`src/rtl/sfx_scheduler.sv`:
```
// sfx_scheduler: fixed-priority sound-effect arbiter in front of the APU.
// Optional preemption of lower-priority effects: define SFX_PREEMPT_EN.
module sfx_scheduler #(
  parameter int DUR_EAT    = 8,
  parameter int DUR_HIT    = 4,
  parameter int DUR_DIE    = 30,
  parameter int GAP_FRAMES = 1,
  parameter int CNT_W      = 6
) (
  input  logic       clk,
  input  logic       reset,
  input  logic       frame_end,
  input  logic       req_eat,
  input  logic       req_hit,
  input  logic       req_die,
  output logic       saw_trigger,
  output logic       square_trigger,
  output logic       noise_trigger,
  output logic [1:0] active_id,
  output logic       busy
);

  typedef enum logic [1:0] {
    IDLE,
    PLAY,
    GAP
  } state_t;

  localparam logic [1:0] ID_NONE = 2'b00;
  localparam logic [1:0] ID_EAT  = 2'b01;
  localparam logic [1:0] ID_HIT  = 2'b10;
  localparam logic [1:0] ID_DIE  = 2'b11;

  localparam logic [CNT_W-1:0] ONE = CNT_W'(1);

  // A zero duration still plays for one frame.
  localparam logic [CNT_W-1:0] LEN_EAT =
    (DUR_EAT == 0) ? ONE : CNT_W'(DUR_EAT);
  localparam logic [CNT_W-1:0] LEN_HIT =
    (DUR_HIT == 0) ? ONE : CNT_W'(DUR_HIT);
  localparam logic [CNT_W-1:0] LEN_DIE =
    (DUR_DIE == 0) ? ONE : CNT_W'(DUR_DIE);
  localparam logic [CNT_W-1:0] LEN_GAP =
    CNT_W'(GAP_FRAMES);

  state_t           state_q;
  state_t           state_d;
  logic [CNT_W-1:0] cnt_q;
  logic [CNT_W-1:0] cnt_d;
  logic [2:0]       pend_q;
  logic [2:0]       pend_d;
  logic [1:0]       act_q;
  logic [1:0]       act_d;

  logic [2:0]       req_v;
  logic [2:0]       play_mask;
  logic [2:0]       set_v;
  logic [2:0]       pend_all;
  logic [2:0]       top_bit;
  logic [2:0]       keep;
  logic [1:0]       top_id;
  logic             cnt_last;
  logic             preempt;

  function automatic logic [2:0] id_bit(
    input logic [1:0] id
  );
    case (id)
      ID_EAT:  id_bit = 3'b001;
      ID_HIT:  id_bit = 3'b010;
      ID_DIE:  id_bit = 3'b100;
      default: id_bit = 3'b000;
    endcase
  endfunction

  function automatic logic [CNT_W-1:0] id_len(
    input logic [1:0] id
  );
    case (id)
      ID_EAT:  id_len = LEN_EAT;
      ID_HIT:  id_len = LEN_HIT;
      ID_DIE:  id_len = LEN_DIE;
      default: id_len = ONE;
    endcase
  endfunction

  assign req_v = {req_die, req_hit, req_eat};

  // Re-requesting the effect that is already playing is dropped.
  assign play_mask = (state_q == PLAY) ?
                     id_bit(act_q) : 3'b000;

  assign set_v    = req_v & ~play_mask;
  assign pend_all = pend_q | set_v;
  assign cnt_last = (cnt_q <= ONE);

  always_comb begin
    top_id = ID_NONE;
    unique case (1'b1)
      pend_all[2]:
        top_id = ID_DIE;
      pend_all[1] && !pend_all[2]:
        top_id = ID_HIT;
      pend_all[0] && (pend_all[2:1] == 2'b00):
        top_id = ID_EAT;
      default:
        top_id = ID_NONE;
    endcase
  end

  assign top_bit = id_bit(top_id);

  // Old request plus a fresh pulse on the granted bit: serve it again.
  assign keep = pend_q & set_v & top_bit;

`ifdef SFX_PREEMPT_EN
  assign preempt = (state_q == PLAY) && frame_end &&
                   (top_id > act_q);
`else
  assign preempt = 1'b0;
`endif

  always_comb begin
    state_d = state_q;
    cnt_d   = cnt_q;
    act_d   = act_q;
    pend_d  = pend_all;
    unique case (state_q)
      IDLE: begin
        if (top_id != ID_NONE) begin
          state_d = PLAY;
          act_d   = top_id;
          cnt_d   = id_len(top_id);
          pend_d  = (pend_all & ~top_bit) | keep;
        end
      end
      PLAY: begin
        if (preempt) begin
          act_d  = top_id;
          cnt_d  = id_len(top_id);
          pend_d = (pend_all & ~top_bit) | keep;
        end else if (frame_end) begin
          if (cnt_last) begin
            act_d = ID_NONE;
            if (GAP_FRAMES == 0) begin
              state_d = IDLE;
              cnt_d   = '0;
            end else begin
              state_d = GAP;
              cnt_d   = LEN_GAP;
            end
          end else begin
            cnt_d = cnt_q - ONE;
          end
        end
      end
      GAP: begin
        if (frame_end) begin
          if (cnt_last) begin
            state_d = IDLE;
            cnt_d   = '0;
          end else begin
            cnt_d = cnt_q - ONE;
          end
        end
      end
      default: begin
        state_d = IDLE;
        cnt_d   = '0;
        act_d   = ID_NONE;
      end
    endcase
  end

  always_ff @(posedge clk) begin
    if (reset) begin
      state_q        <= IDLE;
      cnt_q          <= '0;
      pend_q         <= 3'b000;
      act_q          <= ID_NONE;
      saw_trigger    <= 1'b0;
      square_trigger <= 1'b0;
      noise_trigger  <= 1'b0;
      busy           <= 1'b0;
    end else begin
      state_q        <= state_d;
      cnt_q          <= cnt_d;
      pend_q         <= pend_d;
      act_q          <= act_d;
      saw_trigger    <= (state_d == PLAY) &&
                        (act_d == ID_EAT);
      square_trigger <= (state_d == PLAY) &&
                        (act_d == ID_HIT);
      noise_trigger  <= (state_d == PLAY) &&
                        (act_d == ID_DIE);
      busy           <= (state_d != IDLE);
    end
  end

  assign active_id = act_q;

endmodule

```
`config.mk`:
```
export PLATFORM = sky130hd
export DESIGN_NAME = sfx_scheduler
export DESIGN_NICKNAME = d
export VERILOG_FILES = /design/src/rtl/sfx_scheduler.sv
export SDC_FILE = /design/constraint.sdc
export NUM_CORES = 1
export LEC_CHECK = 0
export CAP_MARGIN = 20
export CORE_UTILIZATION = 52
export CTS_BUF_LIST = sky130_fd_sc_hd__clkbuf_8
export DETAILED_ROUTE_END_ITERATION = 12
export PLACE_DENSITY_LB_ADDON = 0.3
export RECOVER_POWER = 50
export SYNTH_ARGS = -nofsm -noshare
export SYNTH_HDL_FRONTEND = slang
export SYNTH_SLANG_ARGS = --single-unit
```
`constraint.sdc`:
```
create_clock -name clk -period 5.2 [get_ports clk]
set_input_delay 0.52 -clock clk [delete_from_list [all_inputs] [get_ports clk]]
set_output_delay 0.52 -clock clk [all_outputs]
set_load 0.005 [all_outputs]
```
== Word level (Yosys, flattened, before mapping) ==
Index checks and enable logic that the tools add are counted.

* Bits in registers: 17
* Input bits: 6
* Word-level logic and storage cells: 67
* Output and inout port bits: 6

* Add/sub/neg operators: 1
* Magnitude comparators: 1
* Mux-type cells: 23
* Reductions and logical operators: 11
* Equality and inequality tests: 15
* Bitwise operators: 8

{| class="wikitable"
|+ Operators with widths
! cell !! number
|-
| 2-to-1 mux 6 bit || 5
|-
| case mux 2 bit (3 select lines) || 3
|-
| case mux 3 bit (3 select lines) || 2
|-
| case mux 6 bit (3 select lines) || 1
|-
| 2-to-1 mux 2 bit || 8
|-
| case mux 5 bit (3 select lines) || 1
|-
| equality test 2 bit, second input constant || 7
|-
| bitwise AND 3 bit || 4
|-
| equality test 2 x 1 -> 1 bit, second input constant || 5
|-
| 2-to-1 mux 3 bit || 3
|-
| less-or-equal comparator 6 x 1 -> 1 bit, second input constant || 1
|-
| != test 2 bit, second input constant || 3
|-
| NOT 3 bit || 2
|-
| OR 3 bit || 2
|-
| subtractor 6 x 1 -> 6 bit, second input constant || 1
|-
| logical AND 1 bit || 5
|-
| zero test 2 bit || 2
|-
| nonzero test 2 bit || 2
|-
| AND reduction 3 bit || 1
|-
| zero test 1 bit || 1
|}

== Logic depth before layout (Yosys ltp) ==
* Depth after elaboration: 16
* Gate-level depth with buffers: 7
* Mapped depth without buffers: 7

== Worst setup path before layout ==
No wires, ideal clock.

* Path kind: flip-flop to flip-flop
* Start point: reg cnt_q[0]
* End point: reg noise_trigger
* Clock period less this slack: 1.848 ns
* Stages on the path, launching flop included: 8
* Required time: 5.120 ns
* Path slack: 3.352 ns
* Library setup time: 0.080 ns
* Path buffers: 0
* Arrival time: 1.769 ns
* Cell sequence: dfxtp_1 -> inv_1 -> ha_1 -> o21bai_1 -> nor2_2 -> a311o_1 -> a21oi_1 -> nor3b_1

* Cells in the longest elaborated chain, start to end: 6
* Elaborated cells on any way between the ends: 12
* Classes of those cells: order compare (1); eq/ne (2); mux (8); reduce/logical (1)

{| class="wikitable"
|+ Ends and longest elaborated chain
! element !! RTL line !! source
|-
| start, declared || 48 || <nowiki>logic [CNT_W-1:0] cnt_q;</nowiki>
|-
| start signal, assigned || 187 || <nowiki>cnt_q <= cnt_d;</nowiki>
|-
| less-or-equal comparator 6 x 1 -> 1 bit * || 95 || <nowiki>assign cnt_last = (cnt_q <= ONE);</nowiki>
|-
| 2-to-1 mux 2 bit (on tied branches) || 159, 143 ||
|-
| 2-to-1 mux 2 bit (on tied branches) || 158, 142 ||
|-
| case mux 2 bit (3 select lines) || 128 || <nowiki>unique case (state_q)</nowiki>
|-
| equality test 2 x 1 -> 1 bit or equality test 2 bit (tied branches) || 194, 195 ||
|-
| logical AND 1 bit * || 194 || <nowiki>noise_trigger <= (state_d == PLAY) &&</nowiki>
|-
| end signal, assigned || 194 ||
|-
| end, declared || 18 || <nowiki>output logic noise_trigger,</nowiki>
|}

Mark *: on every way between the ends. The rest lies on a longest branch, timed or not.
A chain may end at the register's enable or synchronous reset.

== Worst setup path in the final report ==
* Start point: in req_die
* End point: reg cnt_q[1]

* Cells in the longest elaborated chain, start to end: 9
* Elaborated cells on any way between the ends: 16
* Classes of those cells: eq/ne (4); mux (4); bitwise (2); reduce/logical (6)

{| class="wikitable"
|+ Ends and longest elaborated chain
! element !! RTL line !! source
|-
| start, declared || 15 || <nowiki>input logic req_die,</nowiki>
|-
| bitwise AND 3 bit * || 93 || <nowiki>assign set_v = req_v & ~play_mask;</nowiki>
|-
| OR 3 bit * || 94 || <nowiki>assign pend_all = pend_q | set_v;</nowiki>
|-
| zero test 2 bit or zero test 1 bit (tied branches) || 104, 102 ||
|-
| logical AND 1 bit (on tied branches) || 104, 102 ||
|-
| case mux 2 bit (3 select lines) * || 99 || <nowiki>unique case (1'b1)</nowiki>
|-
| equality test 2 bit or equality test 2 x 1 -> 1 bit (tied branches) || 79 || <nowiki>case (id)</nowiki>
|-
| case mux 5 bit (3 select lines) || 79 ||
|-
| 2-to-1 mux 6 bit || 130 || <nowiki>if (top_id != ID_NONE) begin</nowiki>
|-
| case mux 6 bit (3 select lines) || 128 ||
|}

Mark *: on every way between the ends. The rest lies on a longest branch, timed or not. The select of a mux whose other input is x is not followed.

==> out/summary.md <==
* **outcome** completed
* **Met3 Wirelength** 257 microns
* **Die Y** 45.5 microns
* **final critical delay including setup and external delays** 2.43 ns
* **clock insertion delay at the later pin of the skew report** 0.26 ns
* **category of cells accounting for the largest share of critical-path delay** compound AO/OA/AOI/OAI gates
* **Worst Setup SP** req_die
* **PD cells** 444 nW/um^2
* **clock slew seen by the registers of the worst setup and hold paths** 0.07 ns
* **number of port buffers** 11
* **number of antenna cells inserted** 0
* **Synthesized Nets** 128
* **Data required, critical path** 5.32 ns
* **total congestion overflow** 0
* **core area** 1750 sq um
* **DRT iter0 DRCs** 48
* **drt drc** 0
* **Critical Path Slowest Stage Cell** dlygate4sd3_1
* **post-route total power** 0.499 mW
* **met2 wirelength from detailed routing** 1010 microns
* **sum of negative setup slack** 0 ns
* **per-instance average area after synthesis** 8.20 sq um
* **first-pass detailed-route iteration total** 4
* **Met1 Wirelength** 1060 microns
* **average routed wire per standard cell** 15.3 microns
* **Final ANT Viol Nets** 0
* **Peak supply drop** 0.264 mV
* **Most used DFF post-synth** dfxtp_1
* **half-perimeter wire length of the detailed placement result** 1590 microns
* **maximum operating frequency** 412 MHz
* **Pleak** 0.436 nW
* **die boundary width** 45.5 microns
* **net count reported at finish** 139
* **longest individual stage delay on the worst path** 0.61 ns
* **Seq/Total Area, Yosys** 34.6%
* **die area** 2070 sq um
* **PostCTS Resize Cnt** 0
* **type of the worst min-delay path** flop to flop
* **number of filler instances in the final layout** 161
* **vias per cell** 6.37
* **Synth Instances** 120
* **register-to-register path setup slack** 2.85 ns
* **fraction of layout instances using a drive strength above 1** 4.62%
* **wire length of the first global-routing pass** 3890 microns
* **termination of the worst setup path** cnt_q[1]
* **maximum clock insertion buffer count** 2
* **Rel. slew slack** 61.8%
* **count of boundary I/O pins** 12
* **vias in the first global route** 852
* **clock tree from TritonCTS** done
* **worst clock skew** 0.00268 ns
* **dominant cell by count in the synthesized netlist** dfxtp_1
* **Syn. warnings** 0
* **buffers inserted during post-CTS setup optimization** 0
* **number of distinct library cells after synthesis** 46
* **launch point of the worst reg-to-reg path** cnt_q[0]
* **fraction of power consumed by sequential logic** 39.2%
* **largest cells by area after synthesis** dfxtp_1 35%, a21oi_1 7.6%, nor2_1 4.2%
* **count of cell instances traversed by the critical path** 6
* **critical path start-end classification** input port to flop
* **max cap viols** 0
* **total wire length** 2370 microns
* **Yosys top cell area share** 34.6%
* **series of cell instances along the critical path** dlygate4sd3_1, or4_4, a211oi_1, a21oi_1, o21ai_1, a31oi_1
* **combined buffer and inverter count along the critical path** 1
* **switching power** 0.200 mW
* **fin crit share** 46.6%
* **synthesis-stage register bit count** 17
* **netlist area before placement** 983 sq um
* **hold_buf cts** 0
* **R2R depth** 7
* **Synth async-reset ratio** 0%
* **Int Pwr** 0.299 mW
* **largest net degree at the start of global routing** 19
* **reg-to-reg endpoint** noise_trigger
* **Top Layer Used** met4
* **count of flip-flops with a built-in enable after synthesis** 0
* **setup-violating endpoint count in the final report** 0
* **worst-path fanout max** 7
* **Total GRT Usage** 26.1%
* **H-tree levels** 1
* **transition time at the pin with the least slew margin** 0.572 ns
* **Site Rows** 15
* **area added between synthesis and finish** 14.2%
* **logic gate share of total power** 40.5%
* **Hold Violations, Final** 0
* **most frequent cells after synthesis** 17 x dfxtp_1, 15 x a21oi_1, 11 x nor2_1
* **nature of the critical path endpoint** flop
* **total number of clock tree sinks** 17
* **final max-slew violation count** 0
* **number of clock buffers inserted by TritonCTS** 3
* **master cell of the clock root buffer** clkbuf_8
* **routability congestion estimate from global placement** 0.856
* **cell taking the most area after synthesis** dfxtp_1
* **critical path data arrival time** 2.54 ns
* **net switching share of the total power** 40.1%
* **Clk pwr share** 20.4%
* **initial antenna violation count** 0
* **via total after detailed routing** 988
* **initial standard-cell utilization of the core** 56.3%
* **crit path launch type** input port
* **setup repair after global routing missed its margin** no
[stage by stage]
step / hold slack, ns / utilization (%) / instances / instance area (sq um) / setup WS (ns)
after global placement: 0.484 / 62.9 / 151 / 1100 / 2.89
after global routing: 0.535 / 64.4 / 155 / 1120 / 2.61
after floorplan: 0.467 / - / 120 / 983 / 3.35
final: 0.516 / 64.4 / 155 / 1120 / 2.77
after CTS: 0.509 / 65.4 / 155 / 1140 / 2.90
after detailed placement: 0.494 / 62.9 / 151 / 1100 / 2.86
[worst reg2reg max path, stage by stage (launching register included)]
cell and delay [ns]:
dfxtp_1 0.43, inv_1 0.09, ha_1 0.27, o21bai_1 0.38, nor2_1 0.22, a311o_1 0.39, a21oi_1 0.26, nor3b_1 0.23
[per-layer routing]
metal	up-vias	GRT usage [%]
met5	-	0
met4	0	12.7
met3	7	6.35
met2	60	38.3
met1	454	35.5
li1	467	-
[flip-flops by register name (all words and copies together), names as in the netlist]
name,flops
square_trigger,1
pend_q,3
saw_trigger,1
state_q,2
cnt_q,6
busy,1
active_id,2
noise_trigger,1
[logic make-up after synthesis]
| logic type | after synthesis | synth area share, % |
|---|---|---|
| AOI/OAI and AO/OA | 44 | 31.4 |
| and+or+nand+nor | 42 | 23.8 |
| DFF | 17 | 34.6 |
| buffers and inverters | 13 | 5.85 |
| xor gates and xnor gates | 2 | 1.78 |
| adders and majority gates | 2 | 2.54 |
[worst min path at each step]
| stage | from | endpoint | slack [ns] | depth (start not counted) |
|---|---|---|---|---|
| after detailed placement | cnt_q[4] | cnt_q[4] | 0.49 | 2 |
| after floorplan | cnt_q[4] | cnt_q[4] | 0.47 | 2 |
| final | cnt_q[4] | cnt_q[4] | 0.52 | 2 |
| after global routing | cnt_q[5] | cnt_q[5] | 0.54 | 2 |
| after global placement | cnt_q[4] | cnt_q[4] | 0.48 | 2 |
| after CTS | cnt_q[4] | cnt_q[4] | 0.51 | 2 |
[final cells by class]
class	instances	area (sq um)	share of cell area, %
tap	25	31.3	2.78
multi-input combinational	90	567	50.4
sequential	17	340	30.3
inverter	8	30.0	2.67
clock inverter	1	3.75	0.334
clock buffer	3	41.3	3.67
timing repair buffer	11	110	9.80
[cell usage in the layout, fill, tap and decap left out, types with 3 or more instances in the layout]
cell type         n
a21oi_1          16
a31oi_1           3
clkbuf_8          3
clkdlybuf4s50_1   3
dfxtp_1          17
dlygate4sd3_1     8
inv_1             9
nand2_1           9
nor2_1           12
nor3_1            4
o21ai_0           3
o21ai_1           3
[power groups by stage]
stage	clock network [mW]	logic, mW	registers, mW
after detailed placement	0	0.204	0.199
after CTS	0.0997	0.208	0.196
after global placement	0	0.202	0.198
after global routing	0.105	0.224	0.201
final	0.102	0.202	0.196
after floorplan	0	0.163	0.184
Power figures use the tool's default switching activity.
